==> config.mk <==
export PLATFORM = sky130hd
export DESIGN_NAME = match_timer
export DESIGN_NICKNAME = d
export VERILOG_FILES = /design/src/rtl/match_timer.sv
export SDC_FILE = /design/constraint.sdc
export NUM_CORES = 1
export LEC_CHECK = 0
export ABC_AREA = 1
export CORE_ASPECT_RATIO = 0.8
export CORE_MARGIN = 2
export CORE_UTILIZATION = 40
export CTS_CLUSTER_DIAMETER = 80
export CTS_CLUSTER_SIZE = 10
export DETAILED_ROUTE_END_ITERATION = 8
export PLACE_DENSITY_LB_ADDON = 0.05
export SETUP_SLACK_MARGIN = 0.05
export SYNTH_ARGS = -nofsm -noshare
export SYNTH_HDL_FRONTEND = slang
export SYNTH_SLANG_ARGS = --single-unit
==> constraint.sdc <==
create_clock -name clk -period 9.2 [get_ports clk]
set_input_delay 2.3 -clock clk [delete_from_list [all_inputs] [get_ports clk]]
set_output_delay 2.3 -clock clk [all_outputs]
set_load 0.005 [all_outputs]
==> src/rtl/match_timer.sv <==
// match_timer: match clock for the game screen.
// Counts down from START_MIN:START_SEC to 00:00, or up from 00:00 to
// START_MIN:START_SEC, and drives the four BCD digits shown by pixel_main.
// It supports pause/resume, flags the final WARN_SECS seconds of a countdown,
// and enables the buzzer for BUZZ_SECS seconds once the match has ended.
// Optional feature macro: MATCH_TIMER_WARN_BEEP_EN. When it is defined, a
// short warning beep (CLK_HZ/8 cycles) follows every tick inside the
// warning window.
module match_timer #(
  parameter int unsigned CLK_HZ    = 100_000_000,
  parameter int unsigned START_MIN = 1,
  parameter int unsigned START_SEC = 59,
  parameter int unsigned WARN_SECS = 10,
  parameter int unsigned BUZZ_SECS = 3
) (
  input  logic       clk,
  input  logic       reset,
  input  logic       start,
  input  logic       pause,
  input  logic       mode_up,
  output logic [3:0] sec_1s,
  output logic [3:0] sec_10s,
  output logic [3:0] min_1s,
  output logic [3:0] min_10s,
  output logic       tick_1Hz,
  output logic       running,
  output logic       clock_stopped,
  output logic       warn,
  output logic       buzzer_en
);

  localparam int unsigned PRESC_W  = (CLK_HZ > 1) ? $clog2(CLK_HZ) : 1;
  localparam int unsigned BUZZ_CYC = BUZZ_SECS * CLK_HZ;
  localparam int unsigned BUZZ_W   = (BUZZ_CYC > 0) ? $clog2(BUZZ_CYC + 1) : 1;

  localparam logic [PRESC_W-1:0] PRESC_TC = PRESC_W'(CLK_HZ - 1);

  typedef struct packed {
    logic [3:0] min_10s;
    logic [3:0] min_1s;
    logic [3:0] sec_10s;
    logic [3:0] sec_1s;
  } bcd_time_t;

  localparam bcd_time_t START_T = '{
    min_10s: 4'(START_MIN / 10),
    min_1s:  4'(START_MIN % 10),
    sec_10s: 4'(START_SEC / 10),
    sec_1s:  4'(START_SEC % 10)
  };
  localparam bcd_time_t ZERO_T = '0;

  // A zero-length match ends as soon as it is started.
  localparam bit START_IS_ZERO = (START_MIN == 0) && (START_SEC == 0);

  typedef enum logic [1:0] {
    ST_IDLE  = 2'd0,
    ST_RUN   = 2'd1,
    ST_PAUSE = 2'd2,
    ST_DONE  = 2'd3
  } state_e;

  // BCD decrement with borrow through all four digits.
  function automatic bcd_time_t bcd_dec(input bcd_time_t t);
    bcd_time_t r;
    r = t;
    if (t.sec_1s != 4'd0) begin
      r.sec_1s = t.sec_1s - 4'd1;
    end else begin
      r.sec_1s = 4'd9;
      if (t.sec_10s != 4'd0) begin
        r.sec_10s = t.sec_10s - 4'd1;
      end else begin
        r.sec_10s = 4'd5;
        if (t.min_1s != 4'd0) begin
          r.min_1s = t.min_1s - 4'd1;
        end else begin
          r.min_1s  = 4'd9;
          r.min_10s = t.min_10s - 4'd1;
        end
      end
    end
    return r;
  endfunction

  // BCD increment with carry through all four digits.
  function automatic bcd_time_t bcd_inc(input bcd_time_t t);
    bcd_time_t r;
    r = t;
    if (t.sec_1s != 4'd9) begin
      r.sec_1s = t.sec_1s + 4'd1;
    end else begin
      r.sec_1s = 4'd0;
      if (t.sec_10s != 4'd5) begin
        r.sec_10s = t.sec_10s + 4'd1;
      end else begin
        r.sec_10s = 4'd0;
        if (t.min_1s != 4'd9) begin
          r.min_1s = t.min_1s + 4'd1;
        end else begin
          r.min_1s  = 4'd0;
          r.min_10s = t.min_10s + 4'd1;
        end
      end
    end
    return r;
  endfunction

  // Total seconds shown by a BCD time, at most 99*60+59 = 5999.
  function automatic logic [12:0] total_secs(input bcd_time_t t);
    return 13'(t.min_10s) * 13'd600 + 13'(t.min_1s) * 13'd60 +
           13'(t.sec_10s) * 13'd10  + 13'(t.sec_1s);
  endfunction

  state_e               state_q, state_d;
  logic                 mode_q, mode_d;      // latched mode, 1 = count-up
  bcd_time_t            time_q, time_d;
  logic [PRESC_W-1:0]   presc_q, presc_d;
  logic [BUZZ_W-1:0]    buzz_cnt_q, buzz_cnt_d;
  logic                 tick_q, tick_d;
  logic                 running_q, running_d;
  logic                 stopped_q, stopped_d;
  logic                 warn_q, warn_d;
  logic                 buzz_q, buzz_d;
  logic                 enter_done;          // this edge moves into DONE
  logic                 restart;             // this edge restarts from DONE
  logic [12:0]          total_d;

  // Match FSM, prescaler and digit stepping.
  always_comb begin
    // NOTE: every signal driven here gets a default first, so no path
    // through the case statement can leave one unassigned and infer a latch.
    state_d    = state_q;
    mode_d     = mode_q;
    time_d     = time_q;
    presc_d    = presc_q;
    tick_d     = 1'b0;
    enter_done = 1'b0;
    restart    = 1'b0;

    unique case (state_q)
      ST_IDLE: begin
        // The display previews the starting value of the selected mode.
        time_d = mode_up ? ZERO_T : START_T;
        if (start) begin
          mode_d  = mode_up;
          presc_d = '0;
          if (START_IS_ZERO) begin
            state_d    = ST_DONE;
            enter_done = 1'b1;
          end else begin
            state_d = ST_RUN;
          end
        end
      end

      ST_RUN: begin
        if (presc_q == PRESC_TC) begin
          presc_d = '0;
          tick_d  = 1'b1;
          time_d  = mode_q ? bcd_inc(time_q) : bcd_dec(time_q);
          if (time_d == (mode_q ? START_T : ZERO_T)) begin
            state_d    = ST_DONE;
            enter_done = 1'b1;
          end
        end else begin
          presc_d = presc_q + PRESC_W'(1);
        end
        // A pause beats a simultaneous start; the final tick beats both.
        if (!enter_done && pause) begin
          state_d = ST_PAUSE;
        end
      end

      ST_PAUSE: begin
        // Prescaler and digits hold, keeping the partial second.
        if (start && !pause) begin
          state_d = ST_RUN;
        end
      end

      ST_DONE: begin
        if (start) begin
          restart = 1'b1;
          time_d  = mode_q ? ZERO_T : START_T;
          presc_d = '0;
          if (START_IS_ZERO) begin
            state_d    = ST_DONE;
            enter_done = 1'b1;
          end else begin
            state_d = ST_RUN;
          end
        end
      end

      default: begin
        state_d = ST_IDLE;
      end
    endcase
  end

`ifdef MATCH_TIMER_WARN_BEEP_EN
  localparam int unsigned BEEP_CYC = CLK_HZ / 8;
  localparam int unsigned BEEP_W   = (BEEP_CYC > 0) ? $clog2(BEEP_CYC + 1) : 1;

  logic [BEEP_W-1:0] beep_cnt_q, beep_cnt_d;

  // Warning beep: armed by each tick inside the warning window, only in RUN.
  always_comb begin
    beep_cnt_d = beep_cnt_q;
    if (state_d != ST_RUN) begin
      beep_cnt_d = '0;
    end else if (tick_d && warn_d) begin
      beep_cnt_d = BEEP_W'(BEEP_CYC);
    end else if (beep_cnt_q != '0) begin
      beep_cnt_d = beep_cnt_q - BEEP_W'(1);
    end
  end

  // Warning beep counter register.
  always_ff @(posedge clk) begin
    if (reset) begin
      beep_cnt_q <= '0;
    end else begin
      beep_cnt_q <= beep_cnt_d;
    end
  end
`endif

  // Buzzer window, warning flag and next values of the registered outputs.
  always_comb begin
    buzz_cnt_d = buzz_cnt_q;
    if (enter_done) begin
      buzz_cnt_d = BUZZ_W'(BUZZ_CYC);
    end else if (restart) begin
      buzz_cnt_d = '0;
    end else if (buzz_cnt_q != '0) begin
      buzz_cnt_d = buzz_cnt_q - BUZZ_W'(1);
    end

    total_d = total_secs(time_d);
    warn_d  = ((state_d == ST_RUN) || (state_d == ST_PAUSE)) && !mode_d &&
              (total_d != 13'd0) && (32'(total_d) <= WARN_SECS);

    running_d = (state_d == ST_RUN);
    stopped_d = (state_d == ST_DONE);

`ifdef MATCH_TIMER_WARN_BEEP_EN
    buzz_d = (buzz_cnt_d != '0) || (beep_cnt_d != '0);
`else
    buzz_d = (buzz_cnt_d != '0);
`endif
  end

  // State and output registers with synchronous reset.
  always_ff @(posedge clk) begin
    // NOTE: sequential state uses non-blocking assignments so every register
    // samples the values from before this edge, independent of statement order.
    if (reset) begin
      state_q    <= ST_IDLE;
      mode_q     <= 1'b0;
      time_q     <= START_T;
      presc_q    <= '0;
      buzz_cnt_q <= '0;
      tick_q     <= 1'b0;
      running_q  <= 1'b0;
      stopped_q  <= 1'b0;
      warn_q     <= 1'b0;
      buzz_q     <= 1'b0;
    end else begin
      state_q    <= state_d;
      mode_q     <= mode_d;
      time_q     <= time_d;
      presc_q    <= presc_d;
      buzz_cnt_q <= buzz_cnt_d;
      tick_q     <= tick_d;
      running_q  <= running_d;
      stopped_q  <= stopped_d;
      warn_q     <= warn_d;
      buzz_q     <= buzz_d;
    end
  end

  assign sec_1s        = time_q.sec_1s;
  assign sec_10s       = time_q.sec_10s;
  assign min_1s        = time_q.min_1s;
  assign min_10s       = time_q.min_10s;
  assign tick_1Hz      = tick_q;
  assign running       = running_q;
  assign clock_stopped = stopped_q;
  assign warn          = warn_q;
  assign buzzer_en     = buzz_q;

endmodule

==> results by stage, run 1 <==
Logic synthesis:
- Of the total synthesized cell area, the portion taken by XOR and XNOR cells is 0.05054.
- The area fraction in compound gates after synthesis was 0.1141.
- The share of synthesized area in the top cell type comes to 0.2254.
- The main combinational cell family by area after synthesis is simple AND/OR/NAND/NOR gates.
- Measured against the total synthesized area, the mux share comes to 0.
- The post-synthesis cell type count is 49.
- For this run, the leading register cell type out of synthesis is sky130_fd_sc_hd__dfxtp_1.
- The number of enable flip-flop cells after synthesis is 0.
- The gate count of the mapped netlist is 1098.
- The fraction of synthesis flops using an asynchronous set or reset pin is 0.
- The average instance in the mapped netlist occupies 6.471 um^2.
- The cell area that synthesis handed to floorplanning was 7106 um^2.
- The number of nets in the synthesized netlist is 1180.
- Of the total synthesized cell area, the portion taken by full adders, half adders and majority gates is 0.1514.
- By area the synthesized netlist is led by sky130_fd_sc_hd__dfxtp_1 (23%), sky130_fd_sc_hd__nand2_1 (14%), sky130_fd_sc_hd__ha_1 (11%), sky130_fd_sc_hd__nand3_1 (7.7%), sky130_fd_sc_hd__inv_1 (7.0%).
- During synthesis, Yosys emitted a total of 0 warnings.
- The sequential share of the synthesized area is 0.2254.
- The leading area contributor after synthesis is sky130_fd_sc_hd__dfxtp_1.
- The post-synthesis register bit count is 80.
- Of the total synthesized cell area, the portion taken by AND, OR, NAND and NOR gates is 0.3619.
- In the synthesized netlist, the cells that appear most often are sky130_fd_sc_hd__nand2_1 (259), sky130_fd_sc_hd__inv_1 (133), sky130_fd_sc_hd__nor2_1 (127).
- By instance count, the leading cell after synthesis is sky130_fd_sc_hd__nand2_1.

STA:
- The pin slew with the least headroom to its limit is 1.096 ns.
- The count of final hold-check violations is 0.
- The worst pin sits at a relative slew slack of 0.2691.
- The total negative setup slack is 0 ns.
- The count of final setup violators is 0.
- The worst-case clock skew is 0.01184 ns.
- The routed design could run at a clock period as short as 7.788 ns.
- The maximum clock frequency is 0.1284 GHz.
- Setup repair after global routing left no endpoint under its margin.
- The max-slew violation total from the final report came to 0.
- The portion of the clock cycle consumed by the worst path in the final layout is 0.8465.

Run status:
- The run finished with clean final reports.

Job:
- The total of max-cap violations is 0.

Detailed routing:
- The number of optimization iterations in the first detailed-route pass is 7.
- The count of nets left with antenna violations once routing finished came out at 0.
- The total number of vias is 6885.
- The detailed router finished its first iteration with 489 violations.
- In the routed layout, each cell is associated on average with a via count of 5.142.
- For this block, the routed nets add up to 19470 um of wire.
- After detailed routing, the average wire length per cell comes to 14.54 um.
- The DRC violation count after routing is 0.

Setup path:
- The data arrival at the endpoint of the critical path is 8.07 ns.
- The startpoint of the worst register-to-register path is presc_q[0].
- The critical path class is primary input to flip-flop.
- The cell family contributing the most delay on the critical path is adder cells.
- In this run the worst setup path begins at start.
- The cell type of the slowest stage on the worst timing path is sky130_fd_sc_hd__clkdlybuf4s50_1.
- STA classifies the critical path startpoint as a primary input.
- STA classifies the critical path endpoint as a flip-flop.
- The highest cell delay on the worst timing path is 0.59 ns.
- The most numerous cell type found on the critical path is sky130_fd_sc_hd__nand2_1.
- The count of buffer and inverter cells on the critical path is 5.
- The required time of the critical path is 9.48 ns.
- Along the worst path, the maximum fanout reaches 11.

Layout:
- The post-route cell area is 7840 um^2.
- The net count of the finished layout is 1191.
- The non-filler instance count after layout is 1339.
- The signed area change from the synthesized netlist to the final layout is 10.34%.
- Of the cells placed in the final design, the portion with a size suffix greater than 1 is 0.05925.
- The number of antenna diodes in the final layout is 0.

Clock network:
- TritonCTS built the clock tree.
- The post-cts repair resize count is 0.
- Clock-pin slew was measured on the worst setup and hold paths at 0.07 ns.
- The H-tree was split into 3 levels.
- The CTS sink count is 80.
- The post-CTS repair timing setup buffer count is 0.
- The clock root buffer is sky130_fd_sc_hd__clkbuf_16.
- The clock passes through at most 2 buffers.
- Buffers inserted during clock tree synthesis total 9.
- For this design, the CTS-stage hold fixing added 0 buffers.
- The clock reaches the later pin of the worst-skew pair after 0.35 ns.

Floorplan:
- The standard-cell row count is 43.
- In this run the standard cell core region covers 17380 um^2.
- The die width is 153.0 um.
- The total I/O pin count is 26.
- For this configuration, the core starts out at a cell density of 0.4089.
- The die is 123.2 um tall.
- The die covers 18850 um^2.

Worst hold path:
- The launch point of the worst hold path is presc_q[1].
- The min-delay analysis places its worst path in the category flip-flop to flip-flop.

Pwr:
- For this design the ratio of total power to cell area is 305.3 nW/um^2.
- The leakage dissipation is 3.780 nW.
- The highest ir drop seen on vdd is 0.0001189 V.

GRT:
- The initial antenna violation count was 0.
- The first global-routing pass estimated 32260 um of wire.
- The total overflow left after global routing is 0.
- Entering global routing, the biggest net connects 56 pins.
- The number of global-route vias before repair is 6271.
- In the global route stage, overall resource usage came out at 0.2127.

Placed design:
- Summing all placed instances gives a cell area of 7516 um^2.
- The count of port buffers added during placement is 25.
- At the end of routability-driven placement, the weighted congestion stood at 0.9298.
- The count of placed standard cells including taps is 1323.
- The final HPWL from detailed placement is 15070 um.
cells by family after synthesis:
logic type,Yosys count
AND/OR/NAND/NOR,579
buffers and inverters,174
AO/OA/AOI/OAI,147
flip-flops,80
adder cells (fa/ha/maj),77
XOR/XNOR,41
layout make-up:
| type | count | area (um^2) |
|---|---|---|
| Clock inverter | 4 | 77.57 |
| Clock buffer | 12 | 246.5 |
| Timing Repair Buffer | 27 | 260.3 |
| Sequential cell | 80 | 1602 |
| Tap cell | 225 | 281.5 |
| Inverter | 147 | 551.8 |
| Fill cell | 1834 | 9538 |
| Multi-Input combinational cell | 844 | 4821 |
state kept, by name, summed over array words and instances (netlist names), 2 cells and up:
name / count
min_1s: 4
sec_10s: 4
state_q: 2
buzz_cnt_q: 29
sec_1s: 4
min_10s: 4
presc_q: 27
per-layer routing:
layer	vias up	wire length, um	GRT usage	share of wire
li1	3602	-	-	-
met1	3104	10490	0.3275	0.54
met4	0	210	0.04514	0.011
met3	15	1083	0.03821	0.056
met5	-	0	0	0
met2	164	7687	0.3075	0.39
layout by cell type (no fill, tap or decap), drive strengths merged, types with 2 or more instances in the layout:
master	n
xor2	25
a221oi	3
o22ai	6
xnor2	16
a21boi	2
o21ai	48
ha	62
nand2	268
clkbuf	12
nor4	4
nor2	139
o21bai	2
nor3	22
inv	145
nand4	21
a211oi	3
o211ai	5
a31oi	2
fa	15
or2	4
dfxtp	80
clkdlybuf4s50	24
and2	4
a21oi	72
buf	3
bufinv	2
clkinv	4
nand3	114
worst paths after layout:
path / end / slack, ns / cells past startpoint
worst max-delay path: warn / 1.41 / 26
worst min-delay path: presc_q[1] / 0.49 / 2
worst max register to register: warn / 2.41 / 32
worst min register to register: presc_q[1] / 0.49 / 2
report_power, final:
| group | switching (mW) | internal (mW) |
|---|---|---|
| combinational | 0.951 | 0.530 |
| sequential | 0.0893 | 0.423 |
| clock | 0.154 | 0.247 |
| total | 1.19 | 1.20 |
through the flow:
stage	power, mW	util	hold WS (ns)	worst slack (ns)
after floorplan	1.630	-	0.4584	1.857
after global placement	2.000	0.4325	0.4757	1.224
after detailed placement	1.982	0.4325	0.4789	1.081
after CTS	2.394	0.4511	0.4888	1.433
after global routing	2.637	0.4511	0.5133	0.8958
final	2.393	0.4511	0.4875	1.412
worst reg2reg max path, delay by kind of cell, from the launching register on:
| family | cells | cell delay, ns |
|---|---|---|
| compound gates | 7 | 1.40 |
| simple gates | 14 | 1.56 |
| flops | 1 | 0.38 |
| fa+ha+maj | 7 | 2.90 |
| buf+inv | 4 | 0.49 |
No activity file was read; power rests on OpenSTA's default activity.
==> run 2, diff against run 1 <==
==> constraint.sdc (replaced) <==
create_clock -name clk -period 7.15 [get_ports clk]
set_input_delay 1.7875 -clock clk [delete_from_list [all_inputs] [get_ports clk]]
set_output_delay 1.7875 -clock clk [all_outputs]
set_load 0.005 [all_outputs]
==> run 2 against run 1 <==
Effect of this change:
- clock power is 14% higher
- final cell count is 1.6% higher
- non-clock buffer count is 23 higher
- die area stayed put
- clock skew is 0.0023 ns lower
- first-iteration DRC count is 6.7% higher
- combinational power is 34% higher
- global-route usage is 0.066 points higher
- via count is 0.83% lower
- final area is 1.9% higher
- sequential cell count stayed put
- largest cell class unchanged
- clock-buffer cell count stayed put
==> results by stage, run 2 (synthesized netlist as in run 1, its figures left out) <==
Clock network:
- The clock-pin slew on the worst setup and hold paths is 0.06 ns.
- The clock passes through at most 2 buffers.
- Buffers added to address setup during post-CTS repair amount to 0.
- The clock root buffer is sky130_fd_sc_hd__clkbuf_16.
- Hold repair after CTS inserted 0 buffers.
- TritonCTS built the clock tree.
- The clock net in this run drives a total of 80 sinks.
- The source-to-sink clock delay at the later pin of the worst-skew pair is 0.35 ns.
- TritonCTS created 9 clock buffers.
- The H-tree was split into 3 levels.

STA:
- After layout, the minimum clock period comes to 6.699 ns.
- The maximum clock frequency is 0.1493 GHz.
- The max-slew violation total from the final report was 0.
- For the final routed database, the setup TNS stands at 0 ns.
- At the pin with the least slew margin, the transition time is 1.062 ns.
- The portion of the clock cycle consumed by the worst path in the final layout is 0.9369.
- Setup violations remaining at the end of the flow were counted as 0.
- The count of final hold-check violations is 0.
- In the post-route analysis, the smallest setup slack over all paths is 0.4511 ns.
- The worst slew margin relative to its limit is 0.2919.
- Setup repair after global routing left no endpoint under its margin.
- Hold is met by 0.4841 ns.
- The clock arrives with 0.009514 ns of skew.

Layout:
- The final net count is 1214.
- Once layout is complete, the utilization of the core stands at 0.4597.
- Leaving out fill and tap cells, the most frequent cells in the layout are sky130_fd_sc_hd__nand2_1 (259), sky130_fd_sc_hd__inv_1 (133), sky130_fd_sc_hd__nor2_1 (127).
- The largest registers in the layout are buzz_cnt_q (29), presc_q (27).
- The top register by number of flip-flops is buzz_cnt_q.
- The register with the most flip-flops in the layout has 29 of them.
- The layout cell share with drive strength beyond 1 is 0.08106.
- The library cell used most frequently in the layout, excluding fill and tap cells, is sky130_fd_sc_hd__nand2_1.
- The area growth from synthesis to layout is 12.43%.
- 0 antenna diodes ended up in the layout.

Setup path:
- The worst setup slack for register-to-register paths is 0.84 ns.
- For the worst setup path, the data required time is 7.44 ns.
- The maximum fanout encountered on the critical timing path is 6.
- The destination of the worst register-to-register timing path is warn.
- The critical path class is primary input to flip-flop.
- The length in cells of the worst reg-to-reg path is 31.
- The worst setup path is captured at a flip-flop.
- The kind of launch point of the worst setup path is a primary input.
- The startpoint of the worst register-to-register path is presc_q[19].
- The beginning of the critical path is start.
- The data arrival at the endpoint of the critical path is 6.99 ns.

GRT:
- The global-route wire length before repair is 32260 um.
- The initial antenna violation count came to 0.
- The total congestion overflow is 0.
- The number of global-route vias before repair is 6202.
- The global router's overall resource usage is 0.2134.
- The maximum number of pins on one net before global-route repair is 56.

Run status:
- The run finished with clean final reports.

Floorplan:
- After floorplanning, the core was divided into 43 placement rows.
- The floorplan step set the die height to 123.2 um.
- The die width is 153.0 um.
- The initial cell density of the core is 0.4089.
- The total I/O pin count is 26.
- The core region is 17380 um^2.
- The die covers 18850 um^2.

Pwr:
- The highest ir drop seen on vdd is 0.0001573 V.
- The total power draw is 3.082 mW.
- The areal power density over the cells is 385.7 nW/um^2.
- In this run the static leakage power is 3.870 nW.

Detailed routing:
- The ratio of routed vias to standard cells is 5.021.
- The total number of vias is 6828.
- The number of optimization iterations in the first detailed-route pass is 5.
- The detail route stage leaves a number of antenna-violating nets equal to 0.
- The DRC violation count after routing is 0.
- The routed design has 19540 um of wire.
- The violation count after the first detailed-route iteration is 522.
- Dividing the detail-routed wire length by the instance count gives 14.37 um.

Placed design:
- During placement, the flow inserted port buffers numbering 25.
- The final HPWL from detailed placement is 15170 um.
- The setup slack after placement is -0.03403 ns.
- The last weighted congestion value of the routability-driven placer is 0.9184.

Worst hold path:
- The endpoint of the worst hold-timing path is presc_q[1].
- The worst hold path belongs to the class flip-flop to flip-flop.
- The startpoint identified for the worst hold timing path is presc_q[1].
- The number of cells on the worst hold path is 2.

Job:
- Max-cap violations in this run came to 0.
==> run 2: power breakdown <==
group	leakage, nW	total [mW]	internal [mW]	switching (mW)
registers	0.651	0.641	0.544	0.0974
logic	3.09	1.99	0.735	1.25
clock network	0.133	0.455	0.260	0.195
total	3.87	3.08	1.54	1.54
==> run 2: metal layers <==
layer / vias to the layer above / GRT usage / part of all wire
met5: - / 0 / 0
met4: 0 / 0.03819 / 0.010
met3: 16 / 0.03821 / 0.038
met2: 116 / 0.3027 / 0.39
met1: 3047 / 0.3355 / 0.56
li1: 3649 / - / -
==> run 2: area by class of cell <==
type | instances | area, um^2
clock buffers | 12 | 266.5
repair buffers | 50 | 432.9
flip-flops and latches | 80 | 1602
inverters | 147 | 551.8
well taps | 225 | 281.5
fillers | 1852 | 9389
clock inverters | 2 | 15.01
multi-input cells | 844 | 4840
==> run 2: worst max-delay path: stages <==
cell	delay, ns
sky130_fd_sc_hd__clkdlybuf4s50_1	0.48
sky130_fd_sc_hd__buf_4	0.18
sky130_fd_sc_hd__o21ai_0	0.15
sky130_fd_sc_hd__o21ai_0	0.11
sky130_fd_sc_hd__o22ai_1	0.24
sky130_fd_sc_hd__fa_1	0.50
sky130_fd_sc_hd__fa_1	0.54
sky130_fd_sc_hd__inv_1	0.07
sky130_fd_sc_hd__fa_1	0.45
sky130_fd_sc_hd__xor2_1	0.21
sky130_fd_sc_hd__fa_1	0.45
sky130_fd_sc_hd__ha_1	0.31
sky130_fd_sc_hd__ha_1	0.36
sky130_fd_sc_hd__a21oi_1	0.08
sky130_fd_sc_hd__o21ai_0	0.25
sky130_fd_sc_hd__nand2_1	0.08
sky130_fd_sc_hd__nand2_1	0.06
sky130_fd_sc_hd__nand2_1	0.06
sky130_fd_sc_hd__a21boi_0	0.21
sky130_fd_sc_hd__nor2_1	0.06
sky130_fd_sc_hd__o21bai_1	0.15
sky130_fd_sc_hd__nor2_1	0.09
sky130_fd_sc_hd__nand2_1	0.05
sky130_fd_sc_hd__nor2_1	0.07
==> run 2: worst max path at each step <==
stage,endpoint
floorplan,warn
global placement,warn
detailed placement,warn
CTS,warn
global route,warn
finish,warn
==> run 2: timing repair <==
action / 4_1_cts / 5_1_grt
endpoints found under the hold margin: 0 / 0
endpoints found under the setup margin: 0 / 1
gates resized for setup: 0 / 5
==> run 2: metrics by stage <==
stage,area (um^2),std cells
after floorplan,7106,1098
after global placement,7689,1346
after detailed placement,7689,1346
after CTS,7970,1360
after global routing,7989,1360
final,7989,1360
==> run 3, diff against run 2 <==
--- a/config.mk
+++ b/config.mk
@@ -6,9 +6,10 @@
 export NUM_CORES = 1
 export LEC_CHECK = 0
 export ABC_AREA = 1
-export CORE_ASPECT_RATIO = 0.8
+export CELL_PAD_IN_SITES_DETAIL_PLACEMENT = 1
+export CELL_PAD_IN_SITES_GLOBAL_PLACEMENT = 2
 export CORE_MARGIN = 2
-export CORE_UTILIZATION = 40
+export CORE_UTILIZATION = 32
 export CTS_CLUSTER_DIAMETER = 80
 export CTS_CLUSTER_SIZE = 10
 export DETAILED_ROUTE_END_ITERATION = 8
==> run 3 against run 2 <==
Effect of this change:
- final cell count increased by 5.3%
- clock-buffer cell count decreased by 2
- sequential share of layout area down 0.49 points
- hold slack improved by 0.0094 ns
- first-iteration DRC count decreased by 43%
==> results by stage, run 3 (synthesized netlist as in run 1, its figures left out) <==
GRT:
- Entering global routing, the biggest net connects 56 pins.
- The initial antenna violation count came to 0.
- The total overflow left after global routing is 0.
- For this run, the total global-route usage over all layers was measured as 0.2035.
- The number of global-route vias before repair is 7368.
- The first global-routing pass estimated 38740 um of wire.
- The met2 track demand over resource is 0.3242.
- For this run, global-route usage on met1 was measured as 0.2993.
- The fraction of met3 tracks used by global routing is 0.01985.
- The global routing stage identified its most utilized layer as met2.

STA:
- The final worst hold slack is 0.4935 ns.
- Based on the critical path, the design can be clocked at up to 0.1543 GHz.
- Setup repair after global routing left no endpoint under its margin.
- At the pin with the least slew margin, the transition time is 0.6774 ns.
- The final period demand of the worst path is 6.480 ns.
- In this run the tightest slew margin relative to its limit is 0.5478.
- The count of final hold-check violations came to 0.
- The worst path meets setup with 0.6698 ns of slack.
- The total negative setup slack is 0 ns.
- Between clock sinks in the finished design, the worst skew comes to 0.01426 ns.
- The max-slew violation total from the final report is 0.
- The count of final setup violators is 0.
- Dividing the final minimum period by the clock period gives 0.9063.

Clock network:
- Post-CTS timing repair inserted 0 buffers for setup.
- Gates resized during post-CTS repair numbered 0.
- The depth of the CTS H-tree is 3.
- CTS placed an instance of sky130_fd_sc_hd__clkbuf_16 at the clock tree root.
- For this design, the CTS-stage hold fixing added 0 buffers.
- The source-to-sink clock delay at the later pin of the worst-skew pair is 0.36 ns.
- The number of buffers on the longest clock path is 2.
- The clock drives 80 sinks.
- TritonCTS built the clock tree.
- The TritonCTS buffer count is 9.
- The clock-pin slew on the worst setup and hold paths is 0.07 ns.

Setup path:
- The maximum fanout encountered on the critical timing path is 4.
- On the critical path, the stage with the largest delay is an instance of sky130_fd_sc_hd__fa_1.
- Data on the critical path arrives at its endpoint at 6.78 ns.
- The critical path class is primary input to flip-flop.
- The endpoint kind of the worst setup timing path is a flip-flop.
- The signal on the critical path passes through clkdlybuf4s50_1 -> inv_1 -> nand2_1 -> nand2_1 -> o22ai_2 -> fa_1 -> fa_1 -> inv_1 -> fa_1 -> fa_1 -> ha_1 -> ha_1 -> a21oi_1 -> nand2_1 -> buf_4 -> xnor2_1 -> nand4_1 -> a21oi_1 -> nand3_1 -> a21oi_1 -> o211ai_1 -> nor2_1 -> nand2_1 -> nor2_1.
- Together, buffers and inverters on the worst path number 4.
- STA puts the critical path data required time at 7.45 ns.
- The kind of launch point of the worst setup path is a primary input.
- The cell family contributing the most delay on the critical path is adder cells.
- The highest cell delay on the worst timing path is 0.56 ns.

Run status:
- The run finished with clean final reports.

Layout:
- The number of diodes added for antenna fixing is 0.
- buzz_cnt_q holds more flip-flops than any other register.
- The register with the most flip-flops in the layout has 29 of them.
- The layout filler cell count is 2862.
- The post-route cell area is 8190 um^2.
- The signed area change from the synthesized netlist to the final layout is 15.27%.
- The post-route core utilization is 0.3753.
- The most common cell after layout, fill and taps aside is sky130_fd_sc_hd__nand2_1.
- In the layout the commonest cells are sky130_fd_sc_hd__nand2_1 (259), sky130_fd_sc_hd__inv_1 (133), sky130_fd_sc_hd__nor2_1 (127).
- The final layout contains 1229 nets.
- In the final layout, the share of cells above drive strength 1 is 0.09549.
- The non-filler instance count after layout is 1432.
- In the final layout, the registers with the most flip-flops are buzz_cnt_q (29), presc_q (27).

Worst hold path:
- The tightest min-delay check is of the flip-flop to flip-flop type.

Pwr:
- For this design the ratio of total power to cell area is 392.3 nW/um^2.
- The completed layout was analyzed and its total power is 3.213 mW.
- IR analysis of the VDD net gives a maximum drop of 0.0001570 V.
- The leakage dissipation is 3.957 nW.

Placed design:
- The cell area after placement is 7870 um^2.
- The wire-length estimate of the detail-placed layout is 18400 um.
- The count of port buffers added during placement is 25.
- The last weighted congestion value of the routability-driven placer is 0.8184.
- The count of placed standard cells including taps is 1416.
- At the placement stage, the worst setup path has a slack of -0.06611 ns.

Floorplan:
- The die is 153.0 um wide.
- The height of the die is 153.0 um.
- For this configuration, the core starts out at a cell density of 0.3256.
- The floorplan step defined a core boundary enclosing 21820 um^2.
- The die covers 23410 um^2.
- The floorplan has 54 rows.
- Pin placement for this block handled 26 I/O pins.

Detailed routing:
- The routed wirelength normalized by instance count is 16.17 um.
- The DRC violation count after routing is 0.
- The detailed router finished its first iteration with 300 violations.
- The detail route stage leaves a number of antenna-violating nets equal to 0.
- The number of optimization iterations in the first detailed-route pass is 5.
- The total number of vias is 7114.
- The sum of routed wire length over all layers is 23150 um.
- The ratio of routed vias to standard cells is 4.968.

Job:
- Across the run, the number of max-cap violations was 0.
## run 3: area by class of cell
cell class / instances / area (um^2) / area share
clock buffer: 10 / 239.0 / 0.02918
sequential: 80 / 1602 / 0.1955
inverter: 147 / 551.8 / 0.06737
timing repair buffer: 65 / 548.0 / 0.06691
tap: 280 / 350.3 / 0.04277
multi-input combinational: 844 / 4850 / 0.5921
clock inverter: 6 / 50.05 / 0.006111
## run 3: tightest hold or removal path: stages, from the launching register on
cell and delay (ns):
sky130_fd_sc_hd__dfxtp_1 0.33, sky130_fd_sc_hd__nand2_1 0.07, sky130_fd_sc_hd__a21oi_1 0.06
## run 3: path summary, 6_finish.rpt
path | start | endpoint | slack, ns | cells after the start
worst max-delay path | mode_up | warn | 0.67 | 24
worst max register to register | presc_q[0] | warn | 0.75 | 31
worst min register to register | presc_q[4] | presc_q[4] | 0.49 | 2
worst min-delay path | presc_q[4] | presc_q[4] | 0.49 | 2
## run 3: routing by layer
layer	up-vias	share of wire
met2	76	0.44
met4	0	0.011
met5	-	0
li1	3672	-
met3	17	0.023
met1	3349	0.52
## run 3: power by group
part           switching (mW)  leakage [nW]  internal, mW
registers               0.100         0.651         0.543
clock network           0.222         0.136         0.250
logic                    1.33          3.17         0.770
==> variant 1: new RTL, config.mk and constraints of run 2 <==
Encoding of `state_e`: now one-hot (4 bits for 4 states).
--- a/src/rtl/match_timer.sv
+++ b/src/rtl/match_timer.sv
@@ -54,9 +54,9 @@
   localparam bit START_IS_ZERO = (START_MIN == 0) && (START_SEC == 0);
 
-  typedef enum logic [1:0] {
-    ST_IDLE  = 2'd0,
-    ST_RUN   = 2'd1,
-    ST_PAUSE = 2'd2,
-    ST_DONE  = 2'd3
+  typedef enum logic [3:0] {
+    ST_IDLE  = 4'b0001,
+    ST_RUN   = 4'b0010,
+    ST_PAUSE = 4'b0100,
+    ST_DONE  = 4'b1000
   } state_e;
 
Formal check against the unedited RTL: no difference found for any inputs over 10 cycles, from zero or initial values and one cycle with reset high; not proved beyond that.
==> variant 1 against run 2 <==
- critical path type unchanged
- synthesized cell count down 3.1%
- maximum frequency up 0.47%
- setup slack better by 0.032 ns
- routed wire length down 1.3%
- synthesized area up 1.1%
- non-clock buffer count down 5
- total power about the same
- cell area up 1.1%
- sequential cell count up 2
==> variant 1: results (changes against run 2) <==
GRT
  • GR Layer Usage met1: 0.330 (was 0.335)
  • M3 GR Usage: 0.0306 (was 0.0382)
  • First-pass GRT wire length: 32100 um (was 32300 um)
  • Total track usage: 0.212 (was 0.213)
  • Largest net degree at the start of global routing: 41 (was 56)
  • Vias in the first global route: 6224 (was 6202)
  • Met2 Track Usage GR: 0.313 (was 0.303)

STA
  • Final Cycle Share: 0.932 (was 0.937)
  • Hold slack: 0.488 ns (was 0.484 ns)
  • Fin Clk Skew: 0.0108 ns (was 0.00951 ns)
  • Slew @ Worst Pin: 0.946 ns (was 1.06 ns)

Place
  • Post-DP Area: 7750 um^2 (was 7690 um^2)
  • Gpl congestion: 0.885 (was 0.918)
  • Detail Placement HPWL: 15200 um (about the same)
  • Post-Place Worst Slack: -0.00377 ns (was -0.0340 ns)
  • Dpl cells: 1316 (was 1346)

Layout
  • Multi-input gate area: 4890 um^2 (was 4840 um^2)
  • Buffer share of cell area: 0.0490 (was 0.0542)
  • Inverters: 148 (was 147)
  • Multi-In Gates: 816 (was 844)
  • Layout Nets: 1181 (was 1214)
  • Clkbuf count: 10 (was 12)
  • Non-clk bufs: 45 (was 50)
  • Post-route cell area: 8070 um^2 (was 7990 um^2)

Worst setup path
  • R2R setup slack: 1.01 ns (was 0.84 ns)
  • WP data arrival: 6.96 ns (was 6.99 ns)
  • R2r startpoint: min_1s[0] (was presc_q[19])
  • Critical Path Fanout Max: 4 (was 6)

Routing
  • Met1 Wirelength: 10500 um (was 10900 um)
  • Drt pass-1 iters: 5 (unchanged)
  • Starting DRT DRC Count: 531 (was 522)
  • Total Routed Length: 19300 um (was 19500 um)
  • DR WL met2: 7620 um (was 7670 um)
  • Routed WL per cell: 14.5 um (was 14.4 um)
  • Metal3 WL: 980 um (was 733 um)

Power and ir drop
  • Total Power: 3.08 mW (about the same)
  • Leak: 3.98 nW (was 3.87 nW)
  • Net Sw Frac: 0.496 (was 0.501)
  • Gate power share: 0.642 (was 0.644)
  • Clk power: 492 uW (was 455 uW)
  • Max VDD drop: 0.000245 V (was 0.000157 V)

Synthesis
  • Syn_area_per_cell: 6.75 um^2 (was 6.47 um^2)
  • Register area share after synthesis: 0.228 (was 0.225)
  • Synth cell count leaders: 224 x nand2_1, 140 x nor2_1, 131 x inv_1 (was 259 x nand2_1, 133 x inv_1, 127 x nor2_1)
  • Netlist cell types: 58 (was 49)
  • Seq cells post-synth: 82 (was 80)

Die
  • Floorplan core area: 17500 um^2 (was 17400 um^2)

Status
  • Status: finished clean (unchanged)
==> variant 1: cell count changes after synthesis, sizes merged, moves of 4 or more <==
cell,change
a21oi,-5
clkbuf,-7
nand3,-11
nand4,-5
o21ai,-14
nor2,+25
nor3,+4
nand2,-26
==> variant 1: critical path, stage by stage <==
cell,delay [ns]
clkdlybuf4s50_1,0.48
inv_2,0.11
o21ai_1,0.09
a21oi_1,0.13
a21oi_1,0.07
a22oi_2,0.14
inv_1,0.10
fa_1,0.53
fa_1,0.53
inv_1,0.07
fa_1,0.47
xor2_2,0.17
fa_1,0.45
ha_1,0.30
ha_1,0.34
a21oi_1,0.15
nand2_1,0.08
a21o_1,0.16
a21oi_1,0.15
inv_1,0.07
nand2_1,0.06
nand4_1,0.08
nor2_1,0.09
nand2_1,0.05
nor2_1,0.10
nand4_1,0.08
nor2_1,0.09
==> variant 1: kinds of logic after synthesis <==
logic type,synth area share
simple gates,0.368
compound gates,0.109
xor+xnor,0.0559
flops,0.228
fa+ha+maj,0.144
buf+inv,0.0938
==> variant 2: new RTL, flow settings as in run 2 <==
Without the edit above. The parameter `CLK_HZ` goes from 100_000_000 to 200_000_000.
--- a/src/rtl/match_timer.sv
+++ b/src/rtl/match_timer.sv
@@ -8,5 +8,5 @@
 // warning window.
 module match_timer #(
-  parameter int unsigned CLK_HZ    = 100_000_000,
+  parameter int unsigned CLK_HZ    = 200_000_000,
   parameter int unsigned START_MIN = 1,
   parameter int unsigned START_SEC = 59,
Check against the original RTL: no difference found for any inputs over 10 cycles, from zero or initial values and one cycle with reset high; that may be too few to reach the edited logic, so the function may still have changed.
==> variant 2 against run 2 <==
- synthesized area increased by 3.7%
- routed wire length increased by 6.6%
- sequential cell count increased by 2
- sequential share of layout area decreased by 0.27 points
- setup slack got worse by 0.033 ns
- global-route usage increased by 0.63 points
- cell area increased by 3.9%
- critical path depth increased by 2
- total power increased by 9.9%
==> variant 2: results (changes against run 2) <==
Status
  • Status: finished clean (unchanged)

GRT
  • Initial antenna violation count: 0 (unchanged)
  • First-pass GRT wire length: 34300 um (was 32300 um)
  • Vias in the first global route: 6553 (was 6202)
  • GR Layer Usage met1: 0.348 (was 0.335)
  • Met2 Track Usage GR: 0.314 (was 0.303)
  • Total track usage: 0.220 (was 0.213)

Routing
  • DR WL met2: 8440 um (was 7670 um)
  • Metal3 WL: 825 um (was 733 um)
  • Via Count: 7125 (was 6828)
  • Routed WL per cell: 15.1 um (was 14.4 um)
  • Met1 Wirelength: 11400 um (was 10900 um)
  • Vias per inst: 5.18 (was 5.02)

Power and ir drop
  • NetSw: 1.69 mW (was 1.54 mW)
  • PD cells: 408 nW/um^2 (was 386 nW/um^2)
  • Clock Power Share: 0.145 (was 0.148)
  • Max VDD drop: 0.000221 V (was 0.000157 V)
  • Leak: 3.97 nW (was 3.87 nW)

Place
  • Dpl cells: 1358 (was 1346)
  • Post-Place Worst Slack: -0.190 ns (was -0.0340 ns)
  • Post-DP Area: 7930 um^2 (was 7690 um^2)
  • Gpl congestion: 0.914 (was 0.918)

Synthesis
  • Synth Area in Adders: 0.149 (was 0.151)
  • Complex-gate fraction of the synthesized area: 0.130 (was 0.114)
  • Synth Area in XOR/XNOR: 0.0523 (was 0.0505)
  • Netlist cell types: 56 (was 49)
  • Syn_area_per_cell: 6.64 um^2 (was 6.47 um^2)
  • Synth cell count leaders: 244 x nand2_1, 133 x nor2_1, 125 x inv_1 (was 259 x nand2_1, 133 x inv_1, 127 x nor2_1)
  • Top cells by area, synth: dfxtp_1 22%, nand2_1 12%, ha_1 11% (was dfxtp_1 23%, nand2_1 14%, ha_1 11%)
  • Register area share after synthesis: 0.223 (was 0.225)

STA
  • Fin Clk Skew: 0.00738 ns (was 0.00951 ns)
  • Hold slack: 0.488 ns (was 0.484 ns)
  • Max-Slew Margin vs Limit: 0.446 (was 0.292)

CTS
  • Clk buf depth: 2 (unchanged)
  • Clock buffer count from CTS: 9 (unchanged)

Layout
  • Biggest regs: buzz_cnt_q (30), presc_q (28) (was buzz_cnt_q (29), presc_q (27))
  • Layout cell share with drive strength beyond 1: 0.0986 (was 0.0811)
  • Fillers: 1969 (was 1852)
  • Layout Nets: 1225 (was 1214)

Worst setup path
  • RR Endpoint: warn (unchanged)
  • Critical Path Fanout Max: 10 (was 6)
  • Critical Path Max Stage Delay: 0.56 ns (was 0.54 ns)
  • Critical-path top delay cell: fa_2 (was fa_1)
[variant 2: worst max-delay path by stage]
stage	from	to	slack [ns]	cells past startpoint
floorplan	start	warn	0.30	26
global placement	start	warn	-0.08	27
detailed placement	start	warn	-0.19	27
CTS	start	warn	0.15	27
global route	start	warn	0.05	26
finish	start	warn	0.42	26
[variant 2: layout make-up]
| cell class | count | area [um^2] | share of cell area |
|---|---|---|---|
| well taps | 230 | 288 | 0.0347 |
| inverters | 142 | 533 | 0.0642 |
| repair buffers | 51 | 440 | 0.0531 |
| clock inverters | 5 | 62.6 | 0.00754 |
| clock buffers | 11 | 243 | 0.0292 |
| multi-input cells | 855 | 5090 | 0.613 |
| flip-flops and latches | 82 | 1640 | 0.198 |
[variant 2: what timing repair did]
action                                  in CTS  in global routing
endpoints found under the setup margin       0                  1
resized for setup                            0                 10
setup buffers                                0                  2
